--- config.mk ---
export PLATFORM = sky130hd
export DESIGN_NAME = ycbcr422_packer
export DESIGN_NICKNAME = d
export VERILOG_FILES = /design/src/rtl/ycbcr_pkg.sv /design/src/rtl/ycbcr422_packer_pix_fifo4.sv /design/src/rtl/ycbcr422_packer.sv
export SDC_FILE = /design/constraint.sdc
export NUM_CORES = 1
export LEC_CHECK = 0
export ABC_AREA = 1
export BUFFER_PORTS_ARGS = -buffer_cell sky130_fd_sc_hd__buf_2
export CORE_UTILIZATION = 54
export CTS_CLUSTER_DIAMETER = 40
export DETAILED_ROUTE_END_ITERATION = 10
export PLACE_DENSITY = 0.76
export SETUP_SLACK_MARGIN = 0.05
export SYNTH_ARGS = -nofsm -noshare
export SYNTH_HDL_FRONTEND = slang
export SYNTH_SLANG_ARGS = --single-unit
--- constraint.sdc ---
create_clock -name clk -period 3.5 [get_ports clk]
set_input_delay 0.875 -clock clk [delete_from_list [all_inputs] [get_ports clk]]
set_output_delay 0.875 -clock clk [all_outputs]
set_load 0.005 [all_outputs]
--- src/rtl/ycbcr_pkg.sv ---
// Shared widths, the packed FIFO word layout and small helpers for the 4:2:2 packer.
package ycbcr_pkg;
   localparam int PIX_W  = 8;
   localparam int WORD_W = 16;

   typedef struct packed {
      logic             eof;
      logic             eol;
      logic             sof;
      logic [PIX_W-1:0] c;
      logic [PIX_W-1:0] y;
   } word_t;

   // Counter width that never collapses to zero bits for tiny dimensions.
   function automatic int clog2_min1(input int n);
      return (n <= 2) ? 1 : $clog2(n);
   endfunction

   function automatic logic [PIX_W-1:0] avg_round(input logic [PIX_W-1:0] a,
                                                  input logic [PIX_W-1:0] b);
      logic [PIX_W:0] s;
      s = {1'b0, a} + {1'b0, b} + {{PIX_W{1'b0}}, 1'b1};
      return s[PIX_W:1];
   endfunction
endpackage

--- src/rtl/ycbcr422_packer_pix_fifo4.sv ---
// Four-entry register FIFO: pushes two words at once, pops one; the caller
// guarantees at least two free slots before asserting push2.
module pix_fifo4
   import ycbcr_pkg::*;
(
   input  logic       clk,
   input  logic       rst_n,
   input  logic       push2,
   input  word_t      din0,
   input  word_t      din1,
   input  logic       pop,
   output word_t      dout,
   output logic       empty,
   output logic [2:0] count
);
   word_t      mem [4];
   logic [1:0] wr_ptr;
   logic [1:0] rd_ptr;
   logic       do_pop;

   assign empty  = (count == 3'd0);
   assign do_pop = pop && !empty;
   assign dout   = mem[rd_ptr];

   always_ff @(posedge clk) begin
      if (push2) begin
         mem[wr_ptr]        <= din0;
         mem[wr_ptr + 2'd1] <= din1;
      end
   end

   always_ff @(posedge clk) begin
      if (!rst_n) begin
         wr_ptr <= 2'd0;
         rd_ptr <= 2'd0;
         count  <= 3'd0;
      end else begin
         if (push2)  wr_ptr <= wr_ptr + 2'd2;
         if (do_pop) rd_ptr <= rd_ptr + 2'd1;
         count <= count + (push2 ? 3'd2 : 3'd0) - (do_pop ? 3'd1 : 3'd0);
      end
   end
endmodule

--- src/rtl/ycbcr422_packer.sv ---
// Packs 8-bit Y/Cb/Cr pixels into 16-bit 4:2:2 {C,Y} words with frame/line tags.
// Both ports: a beat transfers on the cycle where valid && ready; valid never waits on ready.
module ycbcr422_packer
   import ycbcr_pkg::*;
#(
   parameter int LINE_W  = 640,
   parameter int FRAME_H = 480
) (
   input  logic              clk,
   input  logic              rst_n,
   input  logic              in_valid,
   output logic              in_ready,
   input  logic              in_sof,
   input  logic [PIX_W-1:0]  in_y,
   input  logic [PIX_W-1:0]  in_cb,
   input  logic [PIX_W-1:0]  in_cr,
   output logic              out_valid,
   input  logic              out_ready,
   output logic [WORD_W-1:0] out_data,
   output logic              out_sof,
   output logic              out_eol,
   output logic              out_eof,
   output logic              err_sync,
   output logic              dbg_state
);
   localparam int COL_W = clog2_min1(LINE_W);
   localparam int LIN_W = clog2_min1(FRAME_H);
   localparam logic [0:0] ST_EVEN = 1'b0;
   localparam logic [0:0] ST_ODD  = 1'b1;

   generate
      if (LINE_W % 2 != 0) begin : g_line_w_odd
         $error("ycbcr422_packer: LINE_W must be even");
      end
   endgenerate

   logic [0:0]       state;
   logic [COL_W-1:0] col;
   logic [LIN_W-1:0] line;
   logic [PIX_W-1:0] y0, cb0, cr0;
   logic             sof0;
   logic             accept, push2, at_origin, col_last, line_last;
   logic [2:0]       fifo_count;
   logic             fifo_empty;
   word_t            fifo_dout, head, w_cb, w_cr;

   assign at_origin = (col == '0) && (line == '0);
   assign col_last  = (col == COL_W'(LINE_W - 1));
   assign line_last = (line == LIN_W'(FRAME_H - 1));

   // In ODD the pair pushes two words, so a same-cycle pop is not counted as space.
   assign in_ready = rst_n && ((state == ST_EVEN) || (fifo_count <= 3'd2));
   assign accept   = in_valid && in_ready;
   assign push2    = accept && (state == ST_ODD) && !in_sof;

   always_comb begin
      w_cb     = '0;
      w_cb.sof = sof0;
      w_cb.c   = avg_round(cb0, in_cb);
      w_cb.y   = y0;
      w_cr     = '0;
      w_cr.eol = col_last;
      w_cr.eof = col_last && line_last;
      w_cr.c   = avg_round(cr0, in_cr);
      w_cr.y   = in_y;
   end

   always_ff @(posedge clk) begin
      if (!rst_n) begin
         state    <= ST_EVEN;
         col      <= '0;
         line     <= '0;
         y0       <= '0;
         cb0      <= '0;
         cr0      <= '0;
         sof0     <= 1'b0;
         err_sync <= 1'b0;
      end else if (accept) begin
         // A frame marker restarts pairing: the marked pixel is always the even one.
         if (in_sof || state == ST_EVEN) begin
            y0    <= in_y;
            cb0   <= in_cb;
            cr0   <= in_cr;
            sof0  <= in_sof || at_origin;
            state <= ST_ODD;
         end else begin
            state <= ST_EVEN;
         end
         if (in_sof) begin
            if (state == ST_ODD || !at_origin) err_sync <= 1'b1;
            col  <= COL_W'(1);
            line <= '0;
         end else if (col_last) begin
            col  <= '0;
            line <= line_last ? '0 : line + 1'b1;
         end else begin
            col <= col + 1'b1;
         end
      end
   end

   pix_fifo4 u_fifo (
      .clk   (clk),
      .rst_n (rst_n),
      .push2 (push2),
      .din0  (w_cb),
      .din1  (w_cr),
      .pop   (out_ready),
      .dout  (fifo_dout),
      .empty (fifo_empty),
      .count (fifo_count)
   );

   // Unwritten FIFO slots are never exposed, keeping all outputs at 0 when idle.
   assign head      = fifo_empty ? '0 : fifo_dout;
   assign out_valid = !fifo_empty;
   assign out_data  = {head.c, head.y};
   assign out_sof   = head.sof;
   assign out_eol   = head.eol;
   assign out_eof   = head.eof;
   assign dbg_state = state[0];
endmodule

# After elaboration in Yosys (flattened, before gate mapping)
# Memories as Yosys holds them, arrays and structs flattened. A register that Yosys moved wholly into a read port is not among the register bits.
# Index checks and enable logic that the tools add are counted.
op_classes:
  reduce_logical: 21
  mux: 13
  addsub: 11
  order_cmp: 1
  bitwise_logic: 1
  n_eq_ne: 2
ops:
  columns: ["op", "count"]
  rows:
  - ["$add A9 B1 Y9 const B", 3]
  - ["$mux W9", 3]
  - ["$mux W10", 2]
  - ["$mux W19", 1]
  - ["$add A8 B8 Y9", 2]
  - ["$add A10 B1 Y10 const B", 1]
  - ["$eq A10 B10 Y1 const B", 1]
  - ["$logic_not A10 Y1", 1]
  - ["$eq A9 B9 Y1 const B", 1]
  - ["$logic_not A9 Y1", 1]
  - ["$logic_and A1 B1 Y1", 7]
  - ["$mux W2", 3]
  - ["$add A2 B1 Y2 const B", 2]
  - ["$logic_or A1 B1 Y1", 4]
  - ["$mux W1", 4]
  - ["$reduce_and A2 Y1", 2]
  - ["$add A3 B3 Y3", 1]
  - ["$le A3 B2 Y1 const B", 1]
  - ["$logic_not A1 Y1", 3]
  - ["$logic_not A3 Y1", 1]
  - ["$reduce_and A3 Y1", 1]
  - ["$sub A3 B3 Y3", 1]
  - ["$add A2 B2 Y2 const B", 1]
  - ["$reduce_bool A2 Y1", 1]
  - ["$not A1 Y1", 1]
totals:
  input_bits: 29
  output_inout_bits: 23
  mem_count: 1
  ff_bits: 53
  mem_bits_rw: 76
  word_cells: 61
memory_table:
  columns: ["name", "depth", "word_bits", "read_ports", "rd_ports_with_merged_regs", "write_ports", "line", "text"]
  rows:
  - ["u_fifo.mem", 4, 19, 1, 1, 2, "ycbcr422_packer_pix_fifo4.sv:16", "word_t mem [4];"]

# Longest topological paths before layout
# Gate-level depths: netlist of the first run.
logic_depth:
  word_depth: 9
  ltp_mapped: 12
  ltp_nobuf: 12

# Cells and area by module
# From an unflattened synthesis of the first run, not the netlist that was laid out.
unflattened:
  cells_unflattened: 692
  area_unflattened_um2: 6307.3
by_module_without_submodules:
  columns: ["module", "seq_area_each_um2", "cells_each", "instances", "area_per_inst_um2"]
  rows:
  - ["pix_fifo4", 2442.3, 232, 1, 3203.1]
  - ["ycbcr422_packer", 920.9, 460, 1, 3104.2]

# Worst setup path before layout of the first run
# Ideal clock, no wire load.
synth_path:
  path_kind: "input-to-reg"
  start: "in rst_n"
  end: "mem u_fifo.mem[0][0] (netlist bit), enable pin"
  n_path_buf: 1
  setup_time_ps: 427
  required_time_ps: 3073
  cell_stages: 5
  arrival_time_ps: 3042
  slack_ps: 31
  path_cell_list: "buf_2 > nand3_1 > nor2_1 > inv_1 > nor2_1"
synth_lines:
  columns: ["element", "line", "text"]
  rows:
  - ["start: declaration", "ycbcr422_packer.sv:10", "input logic rst_n,"]
  - ["end: declaration", "ycbcr422_packer_pix_fifo4.sv:16", null]

==> flow_summary.ini, run 1 <==
[global_route]
grt_max_degree = 41
grt_pass1_vias = 4559
grt_pass1_wl_mm = 21.96
groute.usage.overall_pct = 24.95
overflow = 0
antenna_found_initial = 0

[sta]
relSlewSlack_pct = 54.09
slew_violations = 0
finalSetupTns_ns = 0
fin_ws_ns = 0.3519
period_needed_ns = 3.148
rsz0062_at_grt = false
setup_viol = 0
clock-skew-final_ns = 0.008348
max_freq_mhz = 317.7
finalCritPeriodShare_pct = 89.95
hold_viol = 0
worst_pin_slew_ns = 0.6886

[synth]
async_reset_ff_share_pct = 0
synth.avg_cell_area_sq_um = 9.053
synth_edf_count = 70
ys_seq_area_share_pct = 53.68
synth_most_common_cell = nor2_1
syn_nets = 707
ys.flop_type = edfxtp_1
yosys_warnings = 0
syn_inst = 655
synth_area_leader_cell = edfxtp_1
synth_common_cells = 119 x nor2_1, 109 x nand2_1, 70 x edfxtp_1, 56 x a21oi_1, 54 x dfxtp_1
ys_ff_latch = 124
ys_top_cells_by_area = edfxtp_1 35%, dfxtp_1 18%, nor2_1 7.5%, nand2_1 6.9%, a21oi_1 4.7%
synth_area_sq_um = 5929
synth_top_cell_area_share_pct = 35.45
ys_types = 33

[detailed_routing]
first_pass_iters = 5
viasPerCell = 5.565
postRouteAntennaNets = 0
drtIter0Drc = 446
detail_route.wl_per_cell_microns = 15.62
drt-total-wl_mm = 13.40
via_count = 4775
drc = 0

[clock_tree]
clock_sinks = 124
clk_path_buf_depth = 2
clkSlewWorstSetupHoldPaths_ns = 0.06
clk_latency_ns = 0.51
ctsRootBufferMaster = clkbuf_8
cts_inserted_buffers = 17
cts-htree-levels = 4
cts_setup_buffers = 0
post_cts_resized = 0
ctsHoldBuffers = 0
cts_tree = done

[floorplanning]
rows = 37
start_util_pct = 56.67
core_area_sq_um = 10460
io_pins = 52
die_w_microns = 106.8
chipHeight_microns = 106.8
die_area_sq_um = 11400

[worst_setup_path]
slowest_delay_ns = 0.75
crit_fanout = 32
path_class = reg2out
timing.critical_path.buf_inv = 2
end_kind = primary output
crit_arrival_ns = 2.27
cp-start-kind = flip-flop
slowest_stage = dfxtp_1
crit_required_ns = 2.62
cp_top_family = flip-flops
path_cells = inv_2 -> o21ai_0 -> a21oi_1 -> buf_2

[layout]
final_util_pct = 66.17
drive_above_1_share_pct = 18.56
areaGrowthSynthToFinish_pct = 16.75
diodes = 0
fillCellCount = 817
layout.nets = 761

[power]
vdd_drop_max_mv = 0.3004
powerDensity_nw_per_um2 = 636.9
leakage_nw = 2.831

[placement]
dp_hpwl_mm = 8.660
post-place-ws_ns = 0.7978
io_buffer_count = 51
place_congestion = 0.8723

[job]
drv_cap = 0

[outcome]
status = complete, no violations

[worst_hold_path]
hp-class = reg2reg
cell families (layout without fill, tap and decap cells):
group                      count (synthesis)  count (layout)  synth area share [%]
xor gates and xnor gates                  12              12                 1.773
and+or+nand+nor                          298             298                 22.58
adders and majority gates                 23              23                 5.107
buffers and inverters                     78             145                 5.760
DFF                                      124             124                 53.68
AOI/OAI and AO/OA                        120             120                 11.10
per-stage QoR:
step | instance area (sq um) | hold WS (ns) | instances | power (mW)
floorplan | 5932 | 0.4259 | 655 | 2.221
global placement | 6279 | 0.4327 | 826 | 2.505
detailed placement | 6279 | 0.4434 | 826 | 2.531
CTS | 6923 | 0.4619 | 858 | 4.427
global route | 6923 | 0.4756 | 858 | 4.600
finish | 6923 | 0.4566 | 858 | 4.409
path summary, 6_finish.rpt:
kind                        to  slack (ns)  cells after the start             from
max                out_data[9]        0.35                      4        flip-flop
min          u_fifo.mem[2][16]        0.46                      0             sof0
max reg2reg    u_fifo.count[2]        1.24                     12  u_fifo.count[2]
min reg2reg  u_fifo.mem[2][16]        0.46                      0             sof0
power by group:
group	leakage (nW)	total [mW]	switching, mW	internal (mW)
combinational	1.46	0.852	0.539	0.313
sequential	1.07	1.66	0.0559	1.61
clock	0.305	1.89	0.645	1.25
total	2.83	4.41	1.24	3.17
metal layers:
layer	GRT usage, %	wire, microns	vias to the layer above
li1	-	-	2306
met2	40.88	6468	202
met5	0	0	-
met4	9.589	219	0
met3	5.046	887	20
met1	32.65	5826	2247
layout make-up:
class / count / area [sq um] / area share (%)
clock buffer: 18 / 427.9 / 6.181
tap: 136 / 170.2 / 2.458
clock inverter: 14 / 216.5 / 3.127
timing repair buffer: 59 / 315.3 / 4.554
multi-input combinational: 453 / 2407 / 34.77
sequential: 124 / 3183 / 45.98
inverter: 54 / 202.7 / 2.928
layout by cell type, fill, tap and decap left out, drive strengths merged:
master | Yosys | layout
nand4 | 11 | 11
nor3 | 3 | 3
xor2 | 12 | 12
nor2 | 123 | 123
nand2 | 116 | 116
dfxtp | 54 | 54
inv | 53 | 55
clkinv | 1 | 5
a21oi | 68 | 68
edfxtp | 70 | 70
nor4 | 1 | 1
a211oi | 2 | 2
o21bai | 3 | 3
nand3 | 43 | 43
buf | 15 | 59
o21ai | 47 | 47
nor3b | 1 | 1
bufinv | 0 | 5
fa | 2 | 2
clkinvlp | 0 | 3
clkbuf | 9 | 18
ha | 21 | 21
registers in the layout, indices dropped and copies added (netlist names), named ones only:
register / flops
u_fifo.count: 3
err_sync: 1
cr0: 8
u_fifo.mem: 70
u_fifo.wr_ptr: 1
col: 10
cb0: 8
dbg_state: 1
sof0: 1
line: 9
u_fifo.rd_ptr: 2
y0: 8
Note: power is estimated with default switching activity, not from simulation.
==> run 2: changes to the inputs <==
CORE_UTILIZATION = 60   (was 54)
PLACE_DENSITY = 0.8   (was 0.76)
clock period = 3.7 ns   (was 3.5 ns; I/O delays follow)
==> run 2 against run 1 <==
Combinational power shrank 4.3%; die area shrank 9.8%; critical path type unchanged; worst setup slack gained 0.13 ns; largest power group is now registers; worst hold slack gained 0.0025 ns; critical path depth is the same; final area shrank 1.3%; global-route usage grew 2.6 points; cell count shrank 0.82%; via count is essentially flat; clock-buffer cell count is the same; clock skew is essentially flat.
==> flow_summary.ini, run 2 (synthesized netlist as in run 1, its figures left out) <==
[global_route]
antenna_found_initial = 0
grt_pass1_vias = 4503
groute.usage.overall_pct = 27.51
grt_pass1_wl_mm = 21.29
grt_max_degree = 41
overflow = 0

[worst_setup_path]
end_kind = primary output
cp_top_family = flip-flops
slowest_stage = dfxtp_1
path_cells = inv_2 -> o21ai_0 -> a21oi_1 -> buf_2
crit_required_ns = 2.77
crit_fanout = 32
path_class = reg2out
crit_arrival_ns = 2.29
cp-start-kind = flip-flop
slowest_delay_ns = 0.74
timing.critical_path.buf_inv = 2

[clock_tree]
cts_tree = done
cts_setup_buffers = 0
post_cts_resized = 0
ctsRootBufferMaster = clkbuf_8
clkSlewWorstSetupHoldPaths_ns = 0.06
cts-htree-levels = 4
clk_latency_ns = 0.52
cts_inserted_buffers = 17
ctsHoldBuffers = 0
clock_sinks = 124
clk_path_buf_depth = 2

[power]
p_sw_share_pct = 29.77
seqPwrFrac_pct = 39.9
clkPwrFrac_pct = 39.5
leakage_nw = 2.797
p_sw_mw = 1.175
vdd_drop_max_mv = 0.3044
power_mw = 3.948
internal-power_mw = 2.773
powerDensity_nw_per_um2 = 577.7
p_comb_share_pct = 20.6

[sta]
clock-skew-final_ns = 0.008302
max_freq_mhz = 310.9
whs_ns = 0.4592
relSlewSlack_pct = 51.90
rsz0062_at_grt = false
setup_viol = 0
finalSetupTns_ns = 0
worst_pin_slew_ns = 0.7215
finalCritPeriodShare_pct = 86.93
slew_violations = 0
hold_viol = 0
period_needed_ns = 3.216

[layout]
final_util_pct = 72.58
finalNonFillerCells = 851
multiInputGateArea_sq_um = 2407
diodes = 0
fillCellCount = 671
biggestRegsByFlops = u_fifo.mem: 70 flops, col: 10 flops, line: 9 flops
layout.nets = 761
layout_common_cells = 118 x nor2_1, 109 x nand2_1, 70 x edfxtp_1
areaGrowthSynthToFinish_pct = 15.26
drive_above_1_share_pct = 18.56
register_area_sq_um = 3183
top_register = u_fifo.mem
largest_reg_flops = 70
layout_commonest_cell = nor2_1

[detailed_routing]
via_count = 4772
drc = 0
postRouteAntennaNets = 0
first_pass_iters = 5
detail_route.wl_per_cell_microns = 15.69
drt-total-wl_mm = 13.35
drtIter0Drc = 273
viasPerCell = 5.608

[job]
drv_cap = 0

[placement]
place_congestion = 0.9452
dp_cells = 819
dp_hpwl_mm = 8.561
io_buffer_count = 51

[floorplanning]
start_util_pct = 62.98
core_area_sq_um = 9415
rows = 35
die_area_sq_um = 10280
chipHeight_microns = 101.4
io_pins = 52
die_w_microns = 101.4

[outcome]
status = complete, no violations

[worst_hold_path]
hp-class = reg2reg
-- run 2: changes by cell type in the layout (fill, tap and decap cells not counted), sizes merged --
cell    before  now
bufinv       5    2
clkinv       5    9
inv         55   54
-- run 2: power by group through the flow --
| stage | logic, mW | registers, mW | clock network (mW) |
|---|---|---|---|
| 6_report | 0.815 | 1.57 | 1.56 |
| 3_3_place_gp | 0.772 | 1.60 | 0 |
| 3_5_place_dp | 0.801 | 1.60 | 0 |
| 5_1_grt | 0.909 | 1.58 | 1.63 |
| 2_1_floorplan | 0.528 | 1.57 | 0 |
| 4_1_cts | 0.813 | 1.57 | 1.57 |
-- run 2: final timing paths --
kind	from	end	slack, ns	cells after the start
setup / recovery	flip-flop	out_data[10]	0.48	4
hold / removal	y0[1]	u_fifo.mem[0][1]	0.46	0
setup reg to reg	u_fifo.count[2]	u_fifo.count[2]	1.44	12
hold reg to reg	y0[1]	u_fifo.mem[0][1]	0.46	0
-- run 2: layout make-up --
| class | instances | share of cell area (%) |
|---|---|---|
| clock buffer | 18 | 6.115 |
| tap | 129 | 2.362 |
| multi-input combinational | 453 | 35.23 |
| timing repair buffer | 59 | 4.614 |
| inverter | 54 | 2.966 |
| clock inverter | 14 | 2.142 |
| sequential | 124 | 46.58 |
-- run 2: worst reg2reg max path: cells and delay by family, from the launching register on --
family	cells	cell delay, ns
AND/OR/NAND/NOR	4	0.75
adder cells (fa/ha/maj)	2	0.49
flip-flops	1	0.33
buffers and inverters	3	0.23
AO/OA/AOI/OAI	2	0.19
XOR/XNOR	1	0.15
-- run 2: per-layer routing --
layer	share of wire [%]	global-route usage (%)	vias to the layer above
met5	0	0	-
met4	2.0	11.59	0
met3	6.4	5.797	27
met2	50	46.89	187
met1	42	34.06	2252
li1	-	-	2306
-- run 2: stage by stage --
stage	instance area (sq um)	setup WS, ns
2_1_floorplan	5929	0.1805
3_3_place_gp	6270	1.034
3_5_place_dp	6270	0.9718
4_1_cts	6834	0.4365
5_1_grt	6834	0.3207
6_report	6834	0.4838
